**config.mk**
```make
export PLATFORM = sky130hd
export DESIGN_NAME = gpr_bank
export DESIGN_NICKNAME = d
export VERILOG_FILES = /design/src/rtl/gpr_pkg.sv /design/src/rtl/gpr_scoreboard.sv /design/src/rtl/gpr_bank.sv
export SDC_FILE = /design/constraint.sdc
export NUM_CORES = 1
export LEC_CHECK = 0
export CAP_MARGIN = 20
export CORE_MARGIN = 2
export CORE_UTILIZATION = 40
export CTS_CLUSTER_SIZE = 16
export DETAILED_ROUTE_END_ITERATION = 16
export PLACE_DENSITY = 0.7
export SETUP_SLACK_MARGIN = 0.5
export SLEW_MARGIN = 20
export SYNTH_ARGS = -nofsm -noshare
export SYNTH_HDL_FRONTEND = slang
export SYNTH_SLANG_ARGS = --single-unit
```
**constraint.sdc**
```tcl
create_clock -name clk -period 2 [get_ports clk]
set_input_delay 0.4 -clock clk [delete_from_list [all_inputs] [get_ports clk]]
set_output_delay 0.4 -clock clk [all_outputs]
set_load 0.05 [all_outputs]
```
**src/rtl/gpr_pkg.sv**
```systemverilog
// Shared widths, types and register names for the GPR bank.
// Select values 0..12 name rA..rM; 13..15 are illegal.
package gpr_pkg;

    localparam int DATA_W   = 33;
    localparam int NUM_REGS = 13;
    localparam int SEL_W    = 4;

    typedef logic [DATA_W-1:0] gpr_data_t;
    typedef logic [SEL_W-1:0]  gpr_sel_t;

    localparam gpr_sel_t R_A = 4'd0;
    localparam gpr_sel_t R_B = 4'd1;
    localparam gpr_sel_t R_C = 4'd2;
    localparam gpr_sel_t R_D = 4'd3;
    localparam gpr_sel_t R_E = 4'd4;
    localparam gpr_sel_t R_F = 4'd5;
    localparam gpr_sel_t R_G = 4'd6;
    localparam gpr_sel_t R_H = 4'd7;
    localparam gpr_sel_t R_I = 4'd8;
    localparam gpr_sel_t R_J = 4'd9;
    localparam gpr_sel_t R_K = 4'd10;
    localparam gpr_sel_t R_L = 4'd11;
    localparam gpr_sel_t R_M = 4'd12;

    function automatic logic sel_valid(gpr_sel_t sel);
        return sel <= R_M;
    endfunction

endpackage

```
**src/rtl/gpr_scoreboard.sv**
```systemverilog
// Busy scoreboard for the GPR bank plus the sticky illegal-select flag.
// A reserve beats a write to the same register; an error set beats a clear.
module gpr_scoreboard
    import gpr_pkg::*;
(
    input  logic                clk,
    input  logic                rst_n,
    input  logic                wr_en,
    input  logic [SEL_W-1:0]    wr_sel,
    input  logic                rsv_en,
    input  logic [SEL_W-1:0]    rsv_sel,
    input  logic                err_clr,
    output logic [NUM_REGS-1:0] busy_mask,
    output logic                err_sel
);

    logic [NUM_REGS-1:0] busy_q, busy_d;
    logic                err_q, err_d;

    always_comb begin
        busy_d = busy_q;
        if (wr_en && sel_valid(wr_sel)) begin
            busy_d[wr_sel] = 1'b0;
        end
        if (rsv_en && sel_valid(rsv_sel)) begin
            busy_d[rsv_sel] = 1'b1;
        end
    end

    always_comb begin
        err_d = err_q;
        if (err_clr) begin
            err_d = 1'b0;
        end
        if ((wr_en && !sel_valid(wr_sel)) ||
            (rsv_en && !sel_valid(rsv_sel))) begin
            err_d = 1'b1;
        end
    end

    always_ff @(posedge clk or negedge rst_n) begin
        if (!rst_n) begin
            busy_q <= '0;
            err_q  <= 1'b0;
        end else begin
            busy_q <= busy_d;
            err_q  <= err_d;
        end
    end

    assign busy_mask = busy_q;
    assign err_sel   = err_q;

endmodule

```
**src/rtl/gpr_bank.sv**
```systemverilog
// Thirteen 33-bit GPRs with one write port, two read ports and a busy scoreboard.
// Optional GPR_BYPASS_EN forwards same-cycle writeback data to the read ports.
module gpr_bank
    import gpr_pkg::*;
(
    input  logic                clk,
    input  logic                rst_n,
    input  logic                wr_en,
    input  logic [SEL_W-1:0]    wr_sel,
    input  logic [DATA_W-1:0]   wr_data,
    input  logic                rsv_en,
    input  logic [SEL_W-1:0]    rsv_sel,
    input  logic [SEL_W-1:0]    rd_a_sel,
    input  logic [SEL_W-1:0]    rd_b_sel,
    output logic [DATA_W-1:0]   rd_a_data,
    output logic [DATA_W-1:0]   rd_b_data,
    output logic                rd_a_busy,
    output logic                rd_b_busy,
    output logic [NUM_REGS-1:0] busy_mask,
    output logic                err_sel,
    input  logic                err_clr
);

    gpr_data_t regs_q [NUM_REGS];
    gpr_data_t regs_d [NUM_REGS];
    logic      wr_hit;

    assign wr_hit = wr_en && sel_valid(wr_sel);

    always_comb begin
        regs_d = regs_q;
        if (wr_hit) begin
            regs_d[wr_sel] = wr_data;
        end
    end

    always_ff @(posedge clk or negedge rst_n) begin
        if (!rst_n) begin
            for (int i = 0; i < NUM_REGS; i++) begin
                regs_q[i] <= '0;
            end
        end else begin
            regs_q <= regs_d;
        end
    end

    gpr_scoreboard u_sb (
        .clk       (clk),
        .rst_n     (rst_n),
        .wr_en     (wr_en),
        .wr_sel    (wr_sel),
        .rsv_en    (rsv_en),
        .rsv_sel   (rsv_sel),
        .err_clr   (err_clr),
        .busy_mask (busy_mask),
        .err_sel   (err_sel)
    );

`ifdef GPR_BYPASS_EN
    logic rsv_hit;
    assign rsv_hit = rsv_en && sel_valid(rsv_sel);
`endif

    always_comb begin
        rd_a_data = '0;
        rd_a_busy = 1'b0;
        if (sel_valid(rd_a_sel)) begin
            rd_a_data = regs_q[rd_a_sel];
            rd_a_busy = busy_mask[rd_a_sel];
        end
`ifdef GPR_BYPASS_EN
        // wr_hit implies the select is legal, so a match is too
        if (wr_hit && wr_sel == rd_a_sel) begin
            rd_a_data = wr_data;
            rd_a_busy = rsv_hit && rsv_sel == rd_a_sel;
        end
`endif
    end

    always_comb begin
        rd_b_data = '0;
        rd_b_busy = 1'b0;
        if (sel_valid(rd_b_sel)) begin
            rd_b_data = regs_q[rd_b_sel];
            rd_b_busy = busy_mask[rd_b_sel];
        end
`ifdef GPR_BYPASS_EN
        if (wr_hit && wr_sel == rd_b_sel) begin
            rd_b_data = wr_data;
            rd_b_busy = rsv_hit && rsv_sel == rd_b_sel;
        end
`endif
    end

endmodule

```
### Yosys cells after proc, flatten, opt, wreduce, memory -nomap -nowiden

Index checks and enable logic that the tools add are counted.

* $lt $le $gt $ge: 14
* mux-type cells: 25
* bitwise gates (word level): 6
* reduce and logical (&&, ||, !) cells: 11

Operators with widths (count)
* 429-bit bitwise mux: 1
* 33-bit binary-select mux with 4-bit select: 2
* 33-bit 2-to-1 mux: 7
* 33-bit demux with 4-bit select: 1
* 13-bit 2-to-1 mux: 2
* 4-bit by 5-bit < comparator with 1-bit output (second input constant): 4
* 4-bit <= comparator (second input constant): 4
* 5-bit greater-or-equal comparator (second input constant): 3
* 4-bit NOT with 5-bit output: 3
* 13-bit bitwise AND: 1
* 13-bit NOT: 1
* 13-bit bitwise OR: 1
* 1-bit binary-select mux with 4-bit select: 2
* 1-bit demux with 4-bit select: 2
* 4-bit by 1-bit greater-or-equal comparator with 1-bit output (second input constant): 2
* 1-bit 2-to-1 mux: 8
* 1-bit logical AND: 7
* 5-bit by 1-bit < comparator with 1-bit output (second input constant): 1
* 1-bit zero test: 2
* 2-bit nonzero test: 1
* 1-bit logical OR: 1

* output and inout bits: 82
* word-level logic and storage cells: 71
* input port bits: 54
* bits in registers: 443

### Logic depth before layout (Yosys ltp)

Gate-level depths: netlist of run 1.

* word-level depth: 9
* gate-level depth with buffers: 7
* gate-level depth less buffers: 3

### Hierarchy

From an unflattened synthesis of run 1, not the netlist that was laid out.

* cell total of the unflattened synthesis: 1596
* area total of the unflattened synthesis: 23481.3 sq um

By module, submodules not included
* gpr_bank: cells an instance 1527, instances 1, sequential area each 10735.3 sq um, area each 22765.6 sq um
* gpr_scoreboard: cells an instance 69, instances 1, sequential area each 350.3 sq um, area each 715.7 sq um

### Worst setup path after synthesis of run 1

No wires, ideal clock.

* path type: input to output
* start: in rd_b_sel[0]
* end: out rd_b_data[10]
* buffers on the path: 4
* required time: 1600 ps
* setup slack: -635 ps
* arrival time: 2235 ps
* cell stages on the path: 7
* path through: buf_4 > buf_6 > buf_6 > nor3b_4 > buf_4 > nand2_1 > a31oi_1

* longest elaborated chain between the ends: 5
* elaborated cells on any way between the ends: 6
* classes of those cells: 1 x order compare; 4 x mux; 1 x bitwise

Ends and longest elaborated chain
* start: declaration: RTL line gpr_bank.sv:14 `input logic [SEL_W-1:0] rd_b_sel,`
* 4-bit NOT with 5-bit output (not written as such): RTL line gpr_bank.sv:84 `rd_b_data = regs_q[rd_b_sel];`
* 33-bit binary-select mux with 4-bit select: RTL line gpr_bank.sv:84
* 33-bit 2-to-1 mux (not written as such) (2 in a row): RTL line gpr_bank.sv:84
* 33-bit 2-to-1 mux (*): RTL line gpr_bank.sv:83 `if (sel_valid(rd_b_sel)) begin`
* end: declaration: RTL line gpr_bank.sv:16 `output logic [DATA_W-1:0] rd_b_data,`

Mark *: on every way between the ends. The rest lies on a longest branch, timed or not. The select of a mux whose other input is x is not followed.

### Worst setup path in the final report of run 1

* start: reg regs_q[43] in the netlist's numbering
* end: out rd_b_data[10]

* longest elaborated chain between the ends: 4

Ends and longest elaborated chain
* start: declaration: RTL line gpr_bank.sv:24 `gpr_data_t regs_q [NUM_REGS];`
* start signal: assignment: RTL line gpr_bank.sv:43 `regs_q <= regs_d;`
* 33-bit binary-select mux with 4-bit select: RTL line gpr_bank.sv:84
* 33-bit 2-to-1 mux (not written as such) (2 in a row): RTL line gpr_bank.sv:84
* 33-bit 2-to-1 mux: RTL line gpr_bank.sv:83

No other way between the ends. The select of a mux whose other input is x is not followed.

==> results.toml, run 1 <==
[detailed_routing]
viasPerCell = 6.11
via_count = 16100
ant_nets = 0
drt-total-wl_um = 72600
wl_per_cell_um = 27.6
dr.pass1.iters = 5
drtIter0Drc = 1364
route.detailed.drc = 0

[flow_run]
max_cap_viol_count = 0

[critical_path]
critPathLaunchType = "register"
worstPathArrival_ns = 2.05
reg2reg_from = "regs_q[417]"
worst-setup-path-type = "reg2out"
cp-end-kind = "output pin"
crit_path_max_fanout = 3
required_ns = 1.60
cp-startpoint = "regs_q[43]"

[timing]
rsz0062_at_grt = "yes"
slew_headroom_pct = 63.8
setup_viol = 68
final_max_slew_viol_count = 0
fin_worst_skew_ns = 0
finalCritPeriodShare_pct = 123
fin_ws_ns = -0.452
max_freq_mhz = 408
period_minus_slack_ns = 2.45
worst_pin_slew_ns = 0.541
hold_ws_ns = 0.268
hold_viol = 0

[global_route]
overflow = 0
grt_pass1_wl_um = 112000
antenna_found_initial = 1
grt_usage_pct = 24.7
first_global_vias = 17300
grt_max_degree = 72

[yosys]
yosysSeqAreaShare_pct = 47.4
synthArstFlopShare_pct = 100
synthSimpleGateAreaFrac_pct = 4.21
synth-edff-count = 0
synth-main-ff-cell = "dfrtp_1"
synth_compound_area_share_pct = 4.18
yosys_warnings = 0
syn-cell-area_sq_um = 23400
syn-num-nets = 1628
synth_xor_area_share_pct = 0
synthCells = 1574
muxShareOfSynthArea_pct = 40.8
synth-seq-cells = 443
avgSynthCellArea_sq_um = 14.9
synth_top_family_by_area = "multiplexers"
yosys.cell_types.count = 32
synth_fa_ha_area_share_pct = 0

[power]
power_frac_comb_pct = 32.4
max-vdd-ir-drop_uv = 736
p_switching_w = 0.0100
intPower_w = 0.0224
power_frac_clock_pct = 28.1
pwr-share-seq_pct = 39.6
powerDensity_nw_per_um2 = 1000
swShare_pct = 30.8
p_leak_nw = 13.2

[run_status]
status = "finished with violations"
failed_checks = "negative setup slack"

[layout]
diodes = 0
final_util_pct = 56.2
drive_above_1_share_pct = 66.2
instances_no_fill = 2630
fin_nets = 1886
area_growth_pct = 38.7

[placed_design]
dp.cells = 2511
place_congestion = 0.835
io_buffers = 135
hpwl_um = 48600

[min_path]
hp-class = "in2async"

[clock_tree]
clock-sinks = 443
cts_tree = "yes"
numCtsBuffers = 48
clk_pin_slew_worst_paths_ns = 0.06
cts_max_level = 2
cts_buffer_depth = 3
cts-root-buf = "clkbuf_16"
clkLatencyLatePin_ns = 0.59

[floorplanning]
pin_count = 136
core_sq_um = 57700
rows = 88
die_w_um = 246
floorplan.initialDensity_pct = 40.5
chipHeight_um = 246
die_area_sq_um = 60400
==> routing by layer <==
layer | vias up | routed length [um] | global-route usage (%)
li1 | 6605 | - | -
met1 | 8774 | 31500 | 35.2
met2 | 569 | 35000 | 39.0
met3 | 107 | 4420 | 4.17
met4 | 2 | 1670 | 6.88
met5 | - | 13 | 0
==> placed cells by master, fill, tap and decap left out, types with 9 or more instances in the layout <==
master           count
dfrtp_1            434
nand2_4             23
buf_6               21
clkbuf_16           48
clkbuf_1             9
nand2b_1            66
clkdlybuf4s50_1     39
buf_12             142
buf_8               14
nand2_1             33
mux4_2             204
o21ai_0             12
mux2_2             314
o22ai_4             47
buf_4              144
o22ai_2             21
a31oi_4             68
dfrtp_2              9
mux2_4             109
nand2_2              9
==> metrics by stage <==
stage               instance area [sq um]  setup TNS (ns)  setup WS (ns)  total power [W]
CTS                                 32100          -25.28         -0.457           0.0322
global route                        32400          -26.71         -0.489           0.0337
global placement                    29800         -114.18         -0.379           0.0221
detailed placement                  29800         -123.02         -0.384           0.0225
floorplan                           25600           -5.17         -0.195           0.0191
finish                              32400          -23.32         -0.452           0.0324
==> worst max-delay path: stages (launching register included) <==
cell and delay (ns):
dfrtp_1 0.40, mux4_2 0.50, o22ai_2 0.17, buf_4 0.15, a31oi_4 0.04, buf_12 0.18
==> registers in the layout, indices dropped and copies added, names as in the netlist <==
register / count
regs_q: 429
u_sb.busy_mask: 13
u_sb.err_sel: 1
==> what timing repair did <==
| action | CTS | global route |
|---|---|---|
| buffers inserted | 14 | 20 |
| hold buffers | 1 | 0 |
| endpoints found under the setup margin | 506 | 88 |
| cloned | 1 | 0 |
| pin swaps | 16 | 7 |
| endpoints found under the hold margin | 49 | 0 |
| gates resized for setup | 149 | 47 |
==> final cells by class <==
cell class / instances / area, sq um
clock buffer: 64 / 1330
timing repair buffer: 367 / 4840
fill: 4450 / 25300
inverter: 3 / 11.3
tap: 765 / 957
clock inverter: 19 / 263
sequential: 443 / 11100
multi-input combinational: 969 / 13900
==> kinds of logic (layout without fill, tap and decap cells) <==
logic type | after synthesis | count (layout)
flops | 443 | 443
mux | 633 | 633
compound gates | 156 | 156
simple gates | 180 | 180
buf+inv | 162 | 453
==> Yosys cell counts (5+ instances only) <==
cell type	number	area share (%)
nand2_1	65	1.0
buf_4	14	0.45
clkbuf_1	68	1.1
nand2b_1	79	2.1
mux4_2	204	20
o2bb2ai_1	5	0.19
a31oi_1	68	1.8
dfrtp_1	443	47
or2_2	5	0.13
mux2_1	6	0.29
o21ai_0	12	0.26
mux2_4	29	1.9
buf_2	65	1.4
nand3_1	8	0.17
nor2_1	8	0.13
mux2_2	394	19
buf_6	8	0.39
o22ai_1	70	1.9
==> final timing paths <==
path                                            to  slack [ns]  depth (start not counted)
worst min register to register         regs_q[207]        0.52                          1
worst max-delay path                 rd_b_data[10]       -0.45                          5
min in group clk                u_sb.busy_mask[11]        0.42                          5
worst min-delay path                   regs_q[193]        0.27                          2
max in group asynchronous              regs_q[252]        0.94                          4
worst max register to register         regs_q[417]        0.92                          3
==> power by group through the flow <==
stage	clock, W	combinational (W)	sequential (W)
2_1_floorplan	0	0.00666	0.0125
3_3_place_gp	0	0.00939	0.0127
3_5_place_dp	0	0.00958	0.0129
4_1_cts	0.00924	0.0102	0.0128
5_1_grt	0.00961	0.0110	0.0131
6_report	0.00911	0.0105	0.0128
(Power assumes the default switching activity.)
==> run 2, diff against run 1 <==
--- a/config.mk
+++ b/config.mk
@@ -5,6 +5,7 @@
 export SDC_FILE = /design/constraint.sdc
 export NUM_CORES = 1
 export LEC_CHECK = 0
+export ABC_CLOCK_PERIOD_IN_PS = 2000
 export CAP_MARGIN = 20
 export CORE_MARGIN = 2
 export CORE_UTILIZATION = 40
==> results of run 2 <==
Final layout, timing and power as in run 1 (identical DEF).
==> run 3, diff against run 2 <==
--- a/config.mk
+++ b/config.mk
@@ -5,15 +5,16 @@
 export SDC_FILE = /design/constraint.sdc
 export NUM_CORES = 1
 export LEC_CHECK = 0
-export ABC_CLOCK_PERIOD_IN_PS = 2000
+export ABC_CLOCK_PERIOD_IN_PS = 2670
 export CAP_MARGIN = 20
 export CORE_MARGIN = 2
 export CORE_UTILIZATION = 40
 export CTS_CLUSTER_SIZE = 16
 export DETAILED_ROUTE_END_ITERATION = 16
-export PLACE_DENSITY = 0.7
+export PLACE_DENSITY = 0.68
 export SETUP_SLACK_MARGIN = 0.5
 export SLEW_MARGIN = 20
 export SYNTH_ARGS = -nofsm -noshare
 export SYNTH_HDL_FRONTEND = slang
 export SYNTH_SLANG_ARGS = --single-unit
+export TNS_END_PERCENT = 100
==> constraint.sdc (replaced) <==
create_clock -name clk -period 2.67 [get_ports clk]
set_input_delay 0.534 -clock clk [delete_from_list [all_inputs] [get_ports clk]]
set_output_delay 0.534 -clock clk [all_outputs]
set_load 0.05 [all_outputs]
==> run 3 against run 2 <==
  * The run now ends clean
  * Worst setup slack gained 0.59 ns
  * First-iteration DRC count decreased by 9.2%
  * Global-route usage decreased by 0.47 points
  * Non-clock buffer count is 68 lower
  * Register-to-register slack gained 0.83 ns
  * Worst hold slack better by 0.21 ns
  * Die area unchanged
  * Largest cell class unchanged
==> results.toml, run 3 (synthesis gave the netlist of run 1 again) <==
[critical_path]
required_ns = 2.14
worst-setup-path-type = "reg2out"
crit_path_top_delay_cell = "mux4_2"
cpPeakStageDelay_ns = 0.54
worstPathArrival_ns = 2.00
worstPathCellList = "mux4_2 -> o22ai_4 -> a31oi_4 -> buf_12"
cp_num_buf_inv = 1
crit_path_max_fanout = 4
cp-end-kind = "output pin"
cp_top_family = "multiplexers"
critPathLaunchType = "register"
r2r_slack_ns = 1.75

[timing]
final_max_slew_viol_count = 0
fin_worst_skew_ns = 0
worst_pin_slew_ns = 0.535
finalCritPeriodShare_pct = 95.0
rsz0062_at_grt = "yes"
period_minus_slack_ns = 2.54
slew_headroom_pct = 64.3
hold_ws_ns = 0.478
tns_ns = 0
hold_viol = 0
max_freq_mhz = 394
setup_viol = 0

[clock_tree]
clkLatencyLatePin_ns = 0.59
clock-sinks = 443
cts-root-buf = "clkbuf_16"
clk_pin_slew_worst_paths_ns = 0.06
cts_max_level = 2
cts_buffer_depth = 3
numCtsBuffers = 48
cts_tree = "yes"

[global_route]
antenna_found_initial = 3
first_global_vias = 16900
grt_pass1_wl_um = 109000
grt_usage_pct = 24.2
overflow = 0
grt_max_degree = 87

[placed_design]
place_congestion = 0.795
io_buffers = 135
dp.cells = 2420
hpwl_um = 44000

[detailed_routing]
drtIter0Drc = 1239
dr.pass1.iters = 5
viasPerCell = 6.15
drt-total-wl_um = 73000
route.detailed.drc = 0
via_count = 15800
ant_nets = 0
wl_per_cell_um = 28.4

[floorplanning]
die_w_um = 246
core_sq_um = 57700
die_area_sq_um = 60400
floorplan.initialDensity_pct = 40.5
chipHeight_um = 246
rows = 88
pin_count = 136

[layout]
area_growth_pct = 35.4
diodes = 0
layout_commonest_cell = "dfrtp_1"
instances_no_fill = 2569
fillers = 4504
largest_reg_flops = 429
largest_register = "regs_q"
layout_common_cells = "dfrtp_1 (443), mux2_2 (394), mux4_2 (204)"
drive_above_1_share_pct = 63.6
fin_nets = 1818

[min_path]
hp-class = "in2async"

[power]
p_leak_nw = 12.8
powerDensity_nw_per_um2 = 764
max-vdd-ir-drop_uv = 467

[run_status]
status = "complete, no violations"

[flow_run]
max_cap_viol_count = 0
-- run 3: routing by layer --
layer  routed length (um)  up-vias  part of all wire (%)  track usage (%)
li1                     -     6472                     -                -
met1                31200     8611                    43             33.7
met2                35300      579                    48             39.0
met3                 4000      140                   5.5             3.28
met4                 2440        6                   3.3             8.52
met5                   42        -                 0.058                0
-- run 3: per-stage QoR --
stage                     power (W)  utilization (%)  instance area [sq um]  setup WS [ns]
after global placement       0.0162             49.6                  28600         0.0743
after CTS                    0.0241             54.0                  31200          0.122
final                        0.0242             54.9                  31700          0.134
after floorplan              0.0141                -                  25100          0.207
after global routing         0.0251             54.9                  31700          0.100
after detailed placement     0.0165             49.6                  28600         0.0648
-- run 3: power breakdown --
group          switching (W)  internal, W  total, W
Combinational        0.00322      0.00419   0.00741
Sequential           0.00126      0.00829   0.00955
Clock                0.00286      0.00436   0.00723
Total                0.00734       0.0168    0.0242
-- run 3: final cells by class --
class                   instances  area, sq um  area share, %
clock buffers                  70         1410           4.47
clock inverters                20          309          0.976
inverters                       3         11.3         0.0356
multi-input cells             969        13500           42.6
flip-flops and latches        443        11100           35.0
well taps                     765          957           3.02
repair buffers                299         4400           13.9
-- run 3: path summary, 6_finish.rpt --
kind | startpoint | to | cells past startpoint
min | rst_n | regs_q[259] | 2
max in group asynchronous | rst_n | regs_q[374] | 3
min reg2reg | regs_q[331] | regs_q[331] | 1
max reg2reg | regs_q[390] | regs_q[390] | 2
min in group clk | regs_q[331] | regs_q[331] | 1
max | u_sb.busy_mask[11] | rd_b_busy | 4
-- run 3: repair_timing --
action | 4_1_cts | 5_1_grt
cloned | 7 | 7
pin swaps | 11 | 12
hold buffers | 1 | 0
endpoints found under the setup margin | 82 | 68
setup buffers | 25 | 19
resized for setup | 88 | 29
endpoints found under the hold margin | 52 | 0
-- run 3: worst register-to-register path, delay by kind of cell (launching register included) --
kind                   cells  cell delay [ns]
buffers and inverters      1             0.14
flip-flops                 1             0.40
multiplexers               1             0.26
